### src/rtl/mem_port_arbiter_pkg.sv
// ---------------------------------------------------------------------------
// mem_port_arbiter_pkg : shared state encoding and watchdog sizing
// Rev 1.0
// ---------------------------------------------------------------------------
`default_nettype none

package mem_port_arbiter_pkg;

  typedef enum logic [1:0] {
    ST_IDLE  = 2'b00,
    ST_BUSY0 = 2'b01,
    ST_BUSY1 = 2'b10
  } state_t;

  localparam int C_DEFAULT_TIMEOUT = 255;
  localparam int C_WDOG_W          = 8;

  // Counter only has to reach TIMEOUT-1 before the abort fires.
  function automatic int wdog_width(input int timeout);
    return (timeout < 2) ? 1 : $clog2(timeout);
  endfunction

endpackage

`default_nettype wire

### src/rtl/mux_2x1_32b.sv
// ---------------------------------------------------------------------------
// mux_2x1_32b : two-input word multiplexer (sel=0 picks d0)
// Rev 1.0
// ---------------------------------------------------------------------------
`default_nettype none

module mux_2x1_32b #(
  parameter int WIDTH = 32
) (
  input  logic             sel,
  input  logic [WIDTH-1:0] d0,
  input  logic [WIDTH-1:0] d1,
  output logic [WIDTH-1:0] y
);

  assign y = sel ? d1 : d0;

endmodule

`default_nettype wire

### src/rtl/mem_port_arbiter.sv
// ---------------------------------------------------------------------------
// mem_port_arbiter : fair two-requester arbiter for the shared memory port,
//                    with completion pulses and a per-access watchdog
// Rev 1.0
// ---------------------------------------------------------------------------
`default_nettype none

module mem_port_arbiter
  import mem_port_arbiter_pkg::*;
#(
  parameter int WIDTH   = 32,
  parameter int TIMEOUT = C_DEFAULT_TIMEOUT
) (
  input  logic             clk,
  input  logic             rst_n,
  input  logic             req0,
  input  logic             req1,
  input  logic [WIDTH-1:0] addr0,
  input  logic [WIDTH-1:0] addr1,
  input  logic [WIDTH-1:0] wdata0,
  input  logic [WIDTH-1:0] wdata1,
  input  logic             we0,
  input  logic             we1,
  input  logic             mem_ready,
  input  logic [WIDTH-1:0] mem_rdata,
  output logic             mem_valid,
  output logic [WIDTH-1:0] mem_addr,
  output logic [WIDTH-1:0] mem_wdata,
  output logic             mem_we,
  output logic             sel,
  output logic             gnt0,
  output logic             gnt1,
  output logic             done0,
  output logic             done1,
  output logic             err,
  output logic [WIDTH-1:0] rdata
);

  localparam int CNT_W = (wdog_width(TIMEOUT) > C_WDOG_W) ? wdog_width(TIMEOUT) : C_WDOG_W;
  localparam logic [CNT_W-1:0] C_CNT_LAST = CNT_W'(TIMEOUT - 1);

  state_t           r_state;
  state_t           w_next;
  logic             r_last;
  logic             r_sel;
  logic             r_done0;
  logic             r_done1;
  logic             r_err;
  logic [WIDTH-1:0] r_rdata;
  logic [CNT_W-1:0] r_cnt;
  logic             w_busy;
  logic             w_expire;
  logic             w_finish;

  assign w_busy   = (r_state == ST_BUSY0) || (r_state == ST_BUSY1);
  // A late MemReady on the final watchdog cycle still counts as success.
  assign w_expire = w_busy && !mem_ready && (r_cnt == C_CNT_LAST);
  assign w_finish = w_busy && (mem_ready || w_expire);

  always_comb begin
    w_next = r_state;
    case (r_state)
      ST_IDLE: begin
        if (req0 && req1)
          w_next = r_last ? ST_BUSY0 : ST_BUSY1;
        else if (req0)
          w_next = ST_BUSY0;
        else if (req1)
          w_next = ST_BUSY1;
      end
      // The finishing requester is never re-granted on its own completion edge.
      ST_BUSY0: if (w_finish) w_next = req1 ? ST_BUSY1 : ST_IDLE;
      ST_BUSY1: if (w_finish) w_next = req0 ? ST_BUSY0 : ST_IDLE;
      default:  w_next = ST_IDLE;
    endcase
  end

  always_ff @(posedge clk or negedge rst_n) begin
    if (!rst_n)
      r_state <= ST_IDLE;
    else
      r_state <= w_next;
  end

  always_ff @(posedge clk or negedge rst_n) begin
    if (!rst_n) begin
      r_last  <= 1'b1;
      r_sel   <= 1'b0;
      r_done0 <= 1'b0;
      r_done1 <= 1'b0;
      r_err   <= 1'b0;
      r_rdata <= '0;
      r_cnt   <= '0;
    end else begin
      r_sel   <= (w_next == ST_BUSY1);
      r_done0 <= w_finish && (r_state == ST_BUSY0);
      r_done1 <= w_finish && (r_state == ST_BUSY1);
      r_err   <= w_expire;
      if (w_busy && mem_ready)
        r_rdata <= mem_rdata;
      if (w_finish)
        r_last <= (r_state == ST_BUSY1);
      if (w_busy && !w_finish)
        r_cnt <= r_cnt + CNT_W'(1);
      else
        r_cnt <= '0;
    end
  end

  mux_2x1_32b #(.WIDTH(WIDTH)) u_addr_mux (
    .sel (r_sel),
    .d0  (addr0),
    .d1  (addr1),
    .y   (mem_addr)
  );

  mux_2x1_32b #(.WIDTH(WIDTH)) u_wdata_mux (
    .sel (r_sel),
    .d0  (wdata0),
    .d1  (wdata1),
    .y   (mem_wdata)
  );

  assign mem_we    = r_sel ? we1 : we0;
  assign mem_valid = w_busy;
  assign sel       = r_sel;
  assign gnt0      = (r_state == ST_BUSY0);
  assign gnt1      = (r_state == ST_BUSY1);
  assign done0     = r_done0;
  assign done1     = r_done1;
  assign err       = r_err;
  assign rdata     = r_rdata;

endmodule

`default_nettype wire

### config.mk
export PLATFORM = sky130hd
export DESIGN_NAME = mem_port_arbiter
export DESIGN_NICKNAME = d
export VERILOG_FILES = /design/src/rtl/mem_port_arbiter_pkg.sv /design/src/rtl/mux_2x1_32b.sv /design/src/rtl/mem_port_arbiter.sv
export SDC_FILE = /design/constraint.sdc
export NUM_CORES = 1
export LEC_CHECK = 0
export CELL_PAD_IN_SITES_DETAIL_PLACEMENT = 2
export CELL_PAD_IN_SITES_GLOBAL_PLACEMENT = 2
export CORE_MARGIN = 3
export CORE_UTILIZATION = 17
export CTS_CLUSTER_SIZE = 30
export DETAILED_ROUTE_END_ITERATION = 8
export GPL_TIMING_DRIVEN = 0
export PLACE_DENSITY = 0.95
export REMOVE_ABC_BUFFERS = 1
export SETUP_SLACK_MARGIN = 0.4
export SLEW_MARGIN = 20
export SYNTH_ARGS = -nofsm -noshare
export SYNTH_HDL_FRONTEND = slang
export SYNTH_SLANG_ARGS = --single-unit
### constraint.sdc
create_clock -name clk -period 5 [get_ports clk]
set_input_delay 1 -clock clk [delete_from_list [all_inputs] [get_ports clk]]
set_output_delay 1 -clock clk [all_outputs]
set_load 0.01 [all_outputs]
==> flow_summary_export.csv <==
group,metric,value,unit
critical_path,crit_path_frequent_cell,"clkdlybuf4s50_1",
detailed_routing,vias_per_cell,4.08,
critical_path,crit_buf_inv,2,
final_layout,nNetsFinal,656,
detailed_routing,drc_errors,0,
global_route,overflow,0,
place,io_buffers,270,
detailed_routing,wl,13600,um
critical_path,critPathMaxFanout,1,
power_and_ir_drop,p_leak,2.26,nW
clocking,clk_latency,0.28,ns
clocking,cts_max_level,2,
critical_path,crit_required,4.00,ns
detailed_routing,ant_nets,0,
sta,fin_crit_sh,0.642,
critical_path,path_class,"in2out",
sta,max_freq,312,MHz
floorplanning,die_y,132,um
place,routabilityCongestion,0.792,
floorplanning,start_util,0.176,
sta,finalCriticalPeriod,3.21,ns
clocking,clockRootBuffer,"clkbuf_16",
place,dpl.hpwl,11800,um
synthesis,ys_ff_latch,47,
floorplanning,row_count,45,
sta,finalHoldViolations,0,
critical_path,critical_path.max_stage_delay,0.54,ns
sta,tightest_slew,0.604,ns
power_and_ir_drop,p_int,1.67,mW
sta,slew_violations,0,
synthesis,netlist_instances,213,
synthesis,postSynthAreaPerCell,12.6,um^2
power_and_ir_drop,powerDensity,429,nW/um^2
synthesis,yosysTopAreaCell,"dfrtp_1",
sta,rsz0062_at_grt,"false",
clocking,cts_setup_buffers,0,
floorplanning,die_w,132,um
synthesis,synth_area_leaders,"dfrtp_1 (43%), mux2_2 (41%), ha_1 (2.8%)",
synthesis,yosysTopAreaCellShare,0.428,
synthesis,synth_cell_types,28,
sta,relSlewSlack,0.597,
detailed_routing,wire_per_inst,19.5,um
floorplanning,dieArea,17400,um^2
clocking,clock-sinks,47,
final_layout,layout_common_cells,"clkdlybuf4s50_1 (269), mux2_2 (97), dfrtp_1 (45)",
sta,setup_viol_count_final,0,
power_and_ir_drop,sequentialPowerShare,0.254,
critical_path,worst_path_max_delay_cell,"clkdlybuf4s50_1",
power_and_ir_drop,switchingPower,0.833,mW
critical_path,crit_path_end_kind,"primary output",
floorplanning,io_pins,271,
power_and_ir_drop,pwr-share-clk,0.131,
clocking,ctsLongestPathBuffers,2,
critical_path,arrival,2.21,ns
clocking,holdBufCountCts,0,
outcome,status,"finished clean",
power_and_ir_drop,power_frac_comb,0.615,
floorplanning,fp.coreArea,15300,um^2
clocking,numCtsBuffers,5,
synthesis,ys_seq_area_frac,0.438,
power_and_ir_drop,switching_share,0.333,
critical_path,cp_top_family,"buffers and inverters",
critical_path,cp-start-kind,"input port",
final_layout,diodes,0,
sta,skew,0.00573,ns
global_route,grt_max_degree,65,
clocking,cts-resized-gates,0,
detailed_routing,firstDrtPassIters,6,
clocking,cts_tree,"done",
hold_path,hold_path.class,"reg2reg",
power_and_ir_drop,power,2.50,mW
sta,finalSetupTns,0,ns
global_route,antenna_found_initial,0,
detailed_routing,num_vias,2834,
global_route,grt_pass1_wl,20600,um
critical_path,path_cells,"clkdlybuf4s50_1, mux2_2, clkdlybuf4s50_1",
clocking,path_clk_slew,0.06,ns
detailed_routing,drt-initial-drc-count,74,
power_and_ir_drop,peakVddDrop,0.184,mV
final_layout,final_common_cell,"clkdlybuf4s50_1",
final_layout,drive_gt1_frac,0.233,
final_layout,area_growth,117,%
synthesis,netlist_area,2690,um^2
flow_run,maxCapViolCount,0,
global_route,grt_pass1_vias,3274,
synthesis,synth_warnings,0,
global_route,track_usage,0.151,
synthesized netlist by cell type, drive strengths merged:
cell type and n:
a211oi 1, a21o 1, a21oi 1, a31oi 1, a32oi 1, and2 1, and3 1, buf 8
clkbuf 2, dfrtp 46, dfstp 1, ha 6, inv 5, mux2 97, nand2 6, nand3 4
nand3b 1, nand4 3, nor2 13, nor2b 1, nor3b 1, o21a 1, o21ai 4, o311ai 1
xnor2 3, xor2 3
power by group through the flow:
stage	Clock [mW]	Combinational, mW	Sequential, mW
5_1_grt	0.359	1.63	0.660
2_1_floorplan	0	0.570	0.738
3_5_place_dp	0	1.56	0.647
3_3_place_gp	0	1.42	0.687
6_report	0.327	1.54	0.636
4_1_cts	0.342	1.57	0.640
cell families after synthesis:
logic type               Yosys count  synth area share
AO/OA/AOI/OAI                     11            0.0284
XOR/XNOR                           6            0.0195
buffers and inverters             15            0.0247
AND/OR/NAND/NOR                   31            0.0558
multiplexers                      97             0.406
adder cells (fa/ha/maj)            6            0.0279
flip-flops                        47             0.438
registers in the layout (all words and copies together), names as in the netlist:
register and flops:
done0 1, r_cnt 8, rdata 32, err 1, r_state 2, r_last 1
sel 1, done1 1
layout make-up:
| cell class | instances | area [um^2] |
|---|---|---|
| Multi-Input combinational cell | 151 | 1450 |
| Clock inverter | 2 | 12.5 |
| Sequential cell | 47 | 1180 |
| Tap cell | 211 | 264 |
| Fill cell | 1627 | 9480 |
| Clock buffer | 6 | 129 |
| Inverter | 5 | 18.8 |
| Timing Repair Buffer | 273 | 2780 |
final timing paths:
check | slack [ns] | start | end | cells past startpoint
setup / recovery | 1.79 | addr1[22] | mem_addr[22] | 3
max in group asynchronous | 3.68 | rst_n | r_last | 2
setup reg to reg | 2.87 | r_state[0] | r_state[0] | 6
hold / removal | 0.51 | rdata[26] | rdata[26] | 1
min in group asynchronous | 0.72 | rst_n | rdata[24] | 1
hold reg to reg | 0.51 | rdata[26] | rdata[26] | 1
per-layer routing:
layer	GRT usage	wire, um	up-vias
met5	0	0	-
met4	0.0408	347	0
met3	0.0515	1010	19
met2	0.313	7930	141
met1	0.138	4290	1378
li1	-	-	1296
worst reg2reg max path: stages, from the launching register on:
cell      delay, ns
dfrtp_1        0.43
inv_1          0.11
ha_1           0.38
nand2_2        0.31
o21ai_1        0.24
o311ai_1       0.40
nor2b_1        0.18
stage by stage:
stage                     cell area [um^2]  cells  hold WS (ns)  setup slack [ns]   util
final                                 5830    695         0.506              1.79  0.381
after global routing                  5830    695         0.526              1.77  0.381
after CTS                             5830    695         0.510              1.78  0.381
after detailed placement              5690    687         0.498              1.78  0.372
after global placement                5610    684         0.488             0.911  0.366
after floorplan                       2640    203         0.475              1.88      -
(Power assumes the default switching activity.)
